[src/rtl/rs_scheduler.sv]
// Reservation station: buffers issued ops until both operands are ready, then dispatches one per cycle.
// Optional macro RS_AGE_SELECT_EN selects the oldest eligible entry; otherwise the lowest index wins.
module rs_scheduler #(
    parameter int RS_SIZE    = 8,
    parameter int VAL_WIDTH  = 32,
    parameter int TAG_WIDTH  = 5,
    parameter int OP_WIDTH   = 7,
    parameter int WAKE_PORTS = 3
) (
    input  logic                            clk,
    input  logic                            rst_in_n,
    input  logic                            rdy_in,
    input  logic                            flush,
    input  logic                            issue_valid,
    output logic                            issue_ready,
    input  logic [OP_WIDTH-1:0]             issue_op,
    input  logic [TAG_WIDTH-1:0]            issue_tag,
    input  logic [TAG_WIDTH-1:0]            issue_q1,
    input  logic [TAG_WIDTH-1:0]            issue_q2,
    input  logic [VAL_WIDTH-1:0]            issue_v1,
    input  logic [VAL_WIDTH-1:0]            issue_v2,
    input  logic [WAKE_PORTS-1:0]           wake_en,
    input  logic [WAKE_PORTS*TAG_WIDTH-1:0] wake_tag,
    input  logic [WAKE_PORTS*VAL_WIDTH-1:0] wake_val,
    output logic                            disp_valid,
    input  logic                            disp_ready,
    output logic [OP_WIDTH-1:0]             disp_op,
    output logic [TAG_WIDTH-1:0]            disp_tag,
    output logic [VAL_WIDTH-1:0]            disp_v1,
    output logic [VAL_WIDTH-1:0]            disp_v2,
    output logic [$clog2(RS_SIZE+1)-1:0]    count
);

    localparam int CW = $clog2(RS_SIZE + 1);
    localparam int IW = $clog2(RS_SIZE);

    logic [RS_SIZE-1:0]   busy;
    logic [OP_WIDTH-1:0]  e_op  [RS_SIZE];
    logic [TAG_WIDTH-1:0] e_tag [RS_SIZE];
    logic [TAG_WIDTH-1:0] e_q1  [RS_SIZE];
    logic [TAG_WIDTH-1:0] e_q2  [RS_SIZE];
    logic [VAL_WIDTH-1:0] e_v1  [RS_SIZE];
    logic [VAL_WIDTH-1:0] e_v2  [RS_SIZE];

    logic [RS_SIZE-1:0]   elig;
    logic [IW-1:0]        free_idx;
    logic [IW-1:0]        sel_idx;
    logic                 sel_found;
    logic                 out_free;
    logic                 move;
    logic                 do_issue;
    logic [VAL_WIDTH:0]   wk1 [RS_SIZE];
    logic [VAL_WIDTH:0]   wk2 [RS_SIZE];
    logic [VAL_WIDTH:0]   byp1;
    logic [VAL_WIDTH:0]   byp2;

`ifdef RS_AGE_SELECT_EN
    // older[j][i] set means entry j was issued before entry i
    logic [RS_SIZE-1:0] older [RS_SIZE];
    logic               blocked;
`endif

    // Returns {hit, value}; the lowest-numbered matching port takes priority.
    function automatic logic [VAL_WIDTH:0] lookup(
        input logic [TAG_WIDTH-1:0]            q,
        input logic [WAKE_PORTS-1:0]           en,
        input logic [WAKE_PORTS*TAG_WIDTH-1:0] tags,
        input logic [WAKE_PORTS*VAL_WIDTH-1:0] vals
    );
        logic [VAL_WIDTH:0] r;
        r = '0;
        for (int p = WAKE_PORTS - 1; p >= 0; p--) begin
            if (en[p] && (q != '0) && (tags[p*TAG_WIDTH +: TAG_WIDTH] == q))
                r = {1'b1, vals[p*VAL_WIDTH +: VAL_WIDTH]};
        end
        return r;
    endfunction

    assign issue_ready = (count != CW'(RS_SIZE));
    assign do_issue    = issue_valid && issue_ready;
    assign out_free    = !disp_valid || disp_ready;
    assign move        = sel_found && out_free;
    assign byp1        = lookup(issue_q1, wake_en, wake_tag, wake_val);
    assign byp2        = lookup(issue_q2, wake_en, wake_tag, wake_val);

    always_comb begin
        for (int i = 0; i < RS_SIZE; i++) begin
            elig[i] = busy[i] && (e_q1[i] == '0) && (e_q2[i] == '0);
            wk1[i]  = lookup(e_q1[i], wake_en, wake_tag, wake_val);
            wk2[i]  = lookup(e_q2[i], wake_en, wake_tag, wake_val);
        end
    end

    always_comb begin
        free_idx = '0;
        for (int i = RS_SIZE - 1; i >= 0; i--) begin
            if (!busy[i])
                free_idx = IW'(i);
        end
    end

    always_comb begin
        sel_found = 1'b0;
        sel_idx   = '0;
`ifdef RS_AGE_SELECT_EN
        blocked   = 1'b0;
`endif
        for (int i = RS_SIZE - 1; i >= 0; i--) begin
`ifdef RS_AGE_SELECT_EN
            blocked = 1'b0;
            for (int j = 0; j < RS_SIZE; j++) begin
                if (elig[j] && older[j][i])
                    blocked = 1'b1;
            end
            if (elig[i] && !blocked) begin
                sel_found = 1'b1;
                sel_idx   = IW'(i);
            end
`else
            if (elig[i]) begin
                sel_found = 1'b1;
                sel_idx   = IW'(i);
            end
`endif
        end
    end

    always_ff @(posedge clk or negedge rst_in_n) begin
        if (!rst_in_n) begin
            busy       <= '0;
            count      <= '0;
            disp_valid <= 1'b0;
            disp_op    <= '0;
            disp_tag   <= '0;
            disp_v1    <= '0;
            disp_v2    <= '0;
            for (int i = 0; i < RS_SIZE; i++) begin
                e_op[i]  <= '0;
                e_tag[i] <= '0;
                e_q1[i]  <= '0;
                e_q2[i]  <= '0;
                e_v1[i]  <= '0;
                e_v2[i]  <= '0;
`ifdef RS_AGE_SELECT_EN
                older[i] <= '0;
`endif
            end
        end else if (rdy_in) begin
            if (flush) begin
                busy       <= '0;
                count      <= '0;
                disp_valid <= 1'b0;
                for (int i = 0; i < RS_SIZE; i++) begin
                    e_q1[i] <= '0;
                    e_q2[i] <= '0;
                end
            end else begin
                for (int i = 0; i < RS_SIZE; i++) begin
                    if (busy[i] && wk1[i][VAL_WIDTH]) begin
                        e_q1[i] <= '0;
                        e_v1[i] <= wk1[i][VAL_WIDTH-1:0];
                    end
                    if (busy[i] && wk2[i][VAL_WIDTH]) begin
                        e_q2[i] <= '0;
                        e_v2[i] <= wk2[i][VAL_WIDTH-1:0];
                    end
                end

                if (out_free) begin
                    disp_valid <= move;
                    if (move) begin
                        disp_op        <= e_op[sel_idx];
                        disp_tag       <= e_tag[sel_idx];
                        disp_v1        <= e_v1[sel_idx];
                        disp_v2        <= e_v2[sel_idx];
                        busy[sel_idx]  <= 1'b0;
                    end
                end

                // free_idx comes from start-of-cycle busy bits, so it never aliases sel_idx
                if (do_issue) begin
                    busy[free_idx]  <= 1'b1;
                    e_op[free_idx]  <= issue_op;
                    e_tag[free_idx] <= issue_tag;
                    e_q1[free_idx]  <= byp1[VAL_WIDTH] ? '0 : issue_q1;
                    e_v1[free_idx]  <= byp1[VAL_WIDTH] ? byp1[VAL_WIDTH-1:0] : issue_v1;
                    e_q2[free_idx]  <= byp2[VAL_WIDTH] ? '0 : issue_q2;
                    e_v2[free_idx]  <= byp2[VAL_WIDTH] ? byp2[VAL_WIDTH-1:0] : issue_v2;
`ifdef RS_AGE_SELECT_EN
                    older[free_idx] <= '0;
                    for (int i = 0; i < RS_SIZE; i++) begin
                        if (IW'(i) != free_idx)
                            older[i][free_idx] <= 1'b1;
                    end
`endif
                end

                count <= count + CW'(do_issue) - CW'(move);
            end
        end
    end

endmodule
[config.mk]
export PLATFORM = sky130hd
export DESIGN_NAME = rs_scheduler
export DESIGN_NICKNAME = d
export VERILOG_FILES = /design/src/rtl/rs_scheduler.sv
export SDC_FILE = /design/constraint.sdc
export NUM_CORES = 2
export LEC_CHECK = 0
export CAP_MARGIN = 30
export CORE_MARGIN = 4
export CORE_UTILIZATION = 31
export CTS_CLUSTER_DIAMETER = 40
export DETAILED_ROUTE_END_ITERATION = 7
export GPL_TIMING_DRIVEN = 0
export PLACE_DENSITY = 0.47
export SLEW_MARGIN = 10
export SYNTH_ARGS = -nofsm -noshare
export SYNTH_HDL_FRONTEND = slang
export SYNTH_SLANG_ARGS = --single-unit
[constraint.sdc]
create_clock -name clk -period 5 [get_ports clk]
set_clock_uncertainty 0.2 [all_clocks]
set_input_delay 1.25 -clock clk [delete_from_list [all_inputs] [get_ports clk]]
set_output_delay 1.25 -clock clk [all_outputs]
set_load 0.005 [all_outputs]
==> flow_summary_export.csv <==
group,metric,value,unit
grt,antenna_found_initial,66,
setup_path,worstPathMaxFanout,10,
setup_path,critPathMaxStageDelay,0.65,ns
clocking,insertion_delay,0.88,ns
setup_path,r2r-start,"e_q1[2]$_DFFE_PN0P_",
logic_synthesis,synthFlopType,"dfrtp_1",
placement,hpwlAfterDp,394,mm
drt,totalWireLength,506,mm
logic_synthesis,synth_edf_count,0,
clocking,cts_sinks,777,
worst_hold_path,min_path_type,"input pin to async pin",
outcome,status,"complete, but fails checks",
power_and_ir_drop,power,0.0356,W
drt,routed_via_density,7.30,
layout,layout_common_cells,"777 x dfrtp_1, 696 x nand2_1, 528 x clkbuf_1, 445 x a21oi_1, 439 x nor2_1",
grt,overflow,0,
power_and_ir_drop,power_leakage,28.0,nW
drt,drtIter0Drc,12900,
timing,rsz0062_at_grt,"false",
drt,met3_length,75.9,mm
setup_path,cp-end-kind,"flop",
placement,dpl.cell_count,9234,
placement,io_buffer_count,184,
floorplanning,initial_core_util,31.3,%
layout,final_util,40.6,%
grt,grt_pass1_wl,645,mm
logic_synthesis,synth_fa_ha_area_share,0.154,%
setup_path,worstPathArrival,5.92,ns
clocking,clockBufferDepth,3,
setup_path,worstPathRequired,5.54,ns
power_and_ir_drop,ir_drop,0.416,mV
setup_path,path_class,"input pin to flop",
placement,placed_cell_area,0.0622,sq mm
layout,fin_area,0.0698,sq mm
setup_path,cpMostUsedCell,"nand2_1",
floorplanning,io_pins,288,
layout,area_delta_synth_final,29.8,%
timing,drv_slew,0,
floorplanning,die_area,0.180,sq mm
outcome,violations,"DRC, setup timing",
clocking,ctsHtreeMaxLevel,4,
logic_synthesis,netlist_area,0.0538,sq mm
timing,post-route-worst-setup-slack,-0.380,ns
drt,drtPass1Iterations,8,
logic_synthesis,yosys_register_bits,777,
grt,grtUsageTotal,54.0,%
floorplanning,num_rows,152,
logic_synthesis,ys_async_sr_fraction,100,%
logic_synthesis,ys_seq_area_share,36.1,%
timing,relSlewSlack,16.5,%
drt,highest_layer,"met5",
placement,gp_congestion,1.12,
setup_path,crit_path_top_delay_cell,"clkbuf_1",
layout,fin_cells,9699,
drt,wl_met2,190,mm
drt,drc_errors,18,
grt,grt_pass1_vias,63300,
setup_path,crit_start,"rdy_in",
clocking,clk_pin_slew,0.05,ns
timing,period_minus_slack,5.38,ns
timing,fin_hold_ws,0.140,ns
timing,fin_crit_sh,108,%
logic_synthesis,synth_compound_area_share,29.5,%
layout,nets,7359,
floorplanning,core,0.172,sq mm
drt,antenna_left,0,
drt,vias,70800,
logic_synthesis,synth.area.mux_share,3.94,%
timing,hold_viol_final,0,
clocking,cts_buffers,189,
layout,final_common_cell,"dfrtp_1",
floorplanning,die_w,425,um
drt,wl_per_cell,52.2,um
logic_synthesis,synth_cells,6494,
logic_synthesis,synth.net_count,6706,
logic_synthesis,synth.distinct_cells,87,
layout,drive_gt1_share,14.6,%
clocking,cts_tree,"yes",
drt,met1_length,183,mm
floorplanning,die_y,425,um
grt,grt_max_degree,99,
clocking,cts-root-buf,"clkbuf_16",
timing,fmax,186,MHz
power_and_ir_drop,pwr_density_cell,511,mW/mm^2
job,cap_viol_max_count,0,
timing,worstMarginPinSlew,1.24,ns
logic_synthesis,yosys_warnings,0,
logic_synthesis,synth_area_per_cell,8.28,sq um
logic_synthesis,synthSimpleGateAreaFrac,18.3,%
logic_synthesis,synth_top_family_by_area,"compound AO/OA/AOI/OAI gates",
timing,finalSetupViolations,166,
logic_synthesis,synth_xor_area_share,4.43,%
setup_path,crit_path_start_kind,"input pin",
setup_path,critical_path.cell_chain,"clkbuf_1 > clkinvlp_4 > nor2_4 > clkbuf_2 > clkbuf_1 > buf_8 > nand2_1 > buf_2 > nand2_1 > nand2_1",
-- through the flow --
step,setup TNS [ns],setup WS (ns)
2_1_floorplan,0,1.08
3_5_place_dp,-421.99,-1.25
5_1_grt,0,0.00917
6_report,-18.77,-0.380
3_3_place_gp,-,-37.66
4_1_cts,0,0.0306
-- timing repair --
action                                  CTS  global route
gates cloned                              0             0
hold buffers                              0             0
endpoints found under the setup margin  110           111
endpoints found under the hold margin     0             0
setup buffers                             0             0
gates resized for setup                  12            22
-- registers in the layout (all words and copies together), names as in the netlist, 32 cells and up --
signal and cells:
e_tag 40, e_op 56, disp_v1 32, e_q2 40, e_q1 40, e_v2 256
e_v1 256, disp_v2 32
-- synthesized netlist by cell type (all sizes together) (45+ instances only) --
library cell,n,area [sq um]
a211oi,172,1310
a21oi,449,2250
a221o,254,2540
a221oi,285,2680
a222oi,59,591
a22oi,45,348
a31oi,65,407
and3,46,288
buf,238,1170
clkbuf,587,2210
dfrtp,777,19400
inv,172,646
mux2i,177,1960
nand2,697,2620
nand2b,107,669
nand3,291,1460
nand4,167,1040
nor2,458,1760
nor3,252,1310
o211ai,65,512
o21ai,281,1410
o22ai,166,1040
xnor2,232,2030
-- where the power goes --
group / internal [W] / switching [W] / leakage [nW]
Combinational: 0.00376 / 0.00920 / 14.5
Clock: 0.00911 / 0.00469 / 3.37
Sequential: 0.00756 / 0.00132 / 10.2
-- metal layers --
layer	vias to the layer above	global-route usage [%]
li1	25900	-
met1	35500	63.8
met2	7276	70.2
met3	2164	27.4
met4	40	48.7
met5	-	0.780
-- area by class of cell --
type                       instances  area (sq um)
antenna                           75           188
buffer                           825          3510
clock buffer                     230          5150
clock inverter                   128          1810
fill                           17700        102000
inverter                         176           664
multi-input combinational       4716         30600
sequential                       777         19400
tap                             2310          2890
timing repair buffer             462          5540
-- kinds of logic after synthesis --
group | Yosys count
flip-flops | 777
adder cells (fa/ha/maj) | 6
multiplexers | 191
AND/OR/NAND/NOR | 2108
buffers and inverters | 1001
XOR/XNOR | 272
AO/OA/AOI/OAI | 2139
-- worst paths after layout --
kind,to,slack [ns],cells after the start
worst max-delay path,e_tag[38]$_DFFE_PN0P_,-0.38,10
worst min-delay path,e_op[14]$_DFFE_PN0P_,0.14,1
worst max register to register,count[2]$_DFFE_PN0P_,-0.10,13
worst min register to register,disp_v2[6]$_DFFE_PN0P_,0.27,2
max in group asynchronous,e_v2[26]$_DFFE_PN0P_,2.23,5
min in group clk,disp_v2[6]$_DFFE_PN0P_,0.27,2
-- worst max-delay path, delay by kind of cell --
| family | cells | cell delay, ns |
|---|---|---|
| buffers and inverters | 6 | 3.18 |
| AND/OR/NAND/NOR | 4 | 1.45 |
Power figures use the tool's default switching activity.
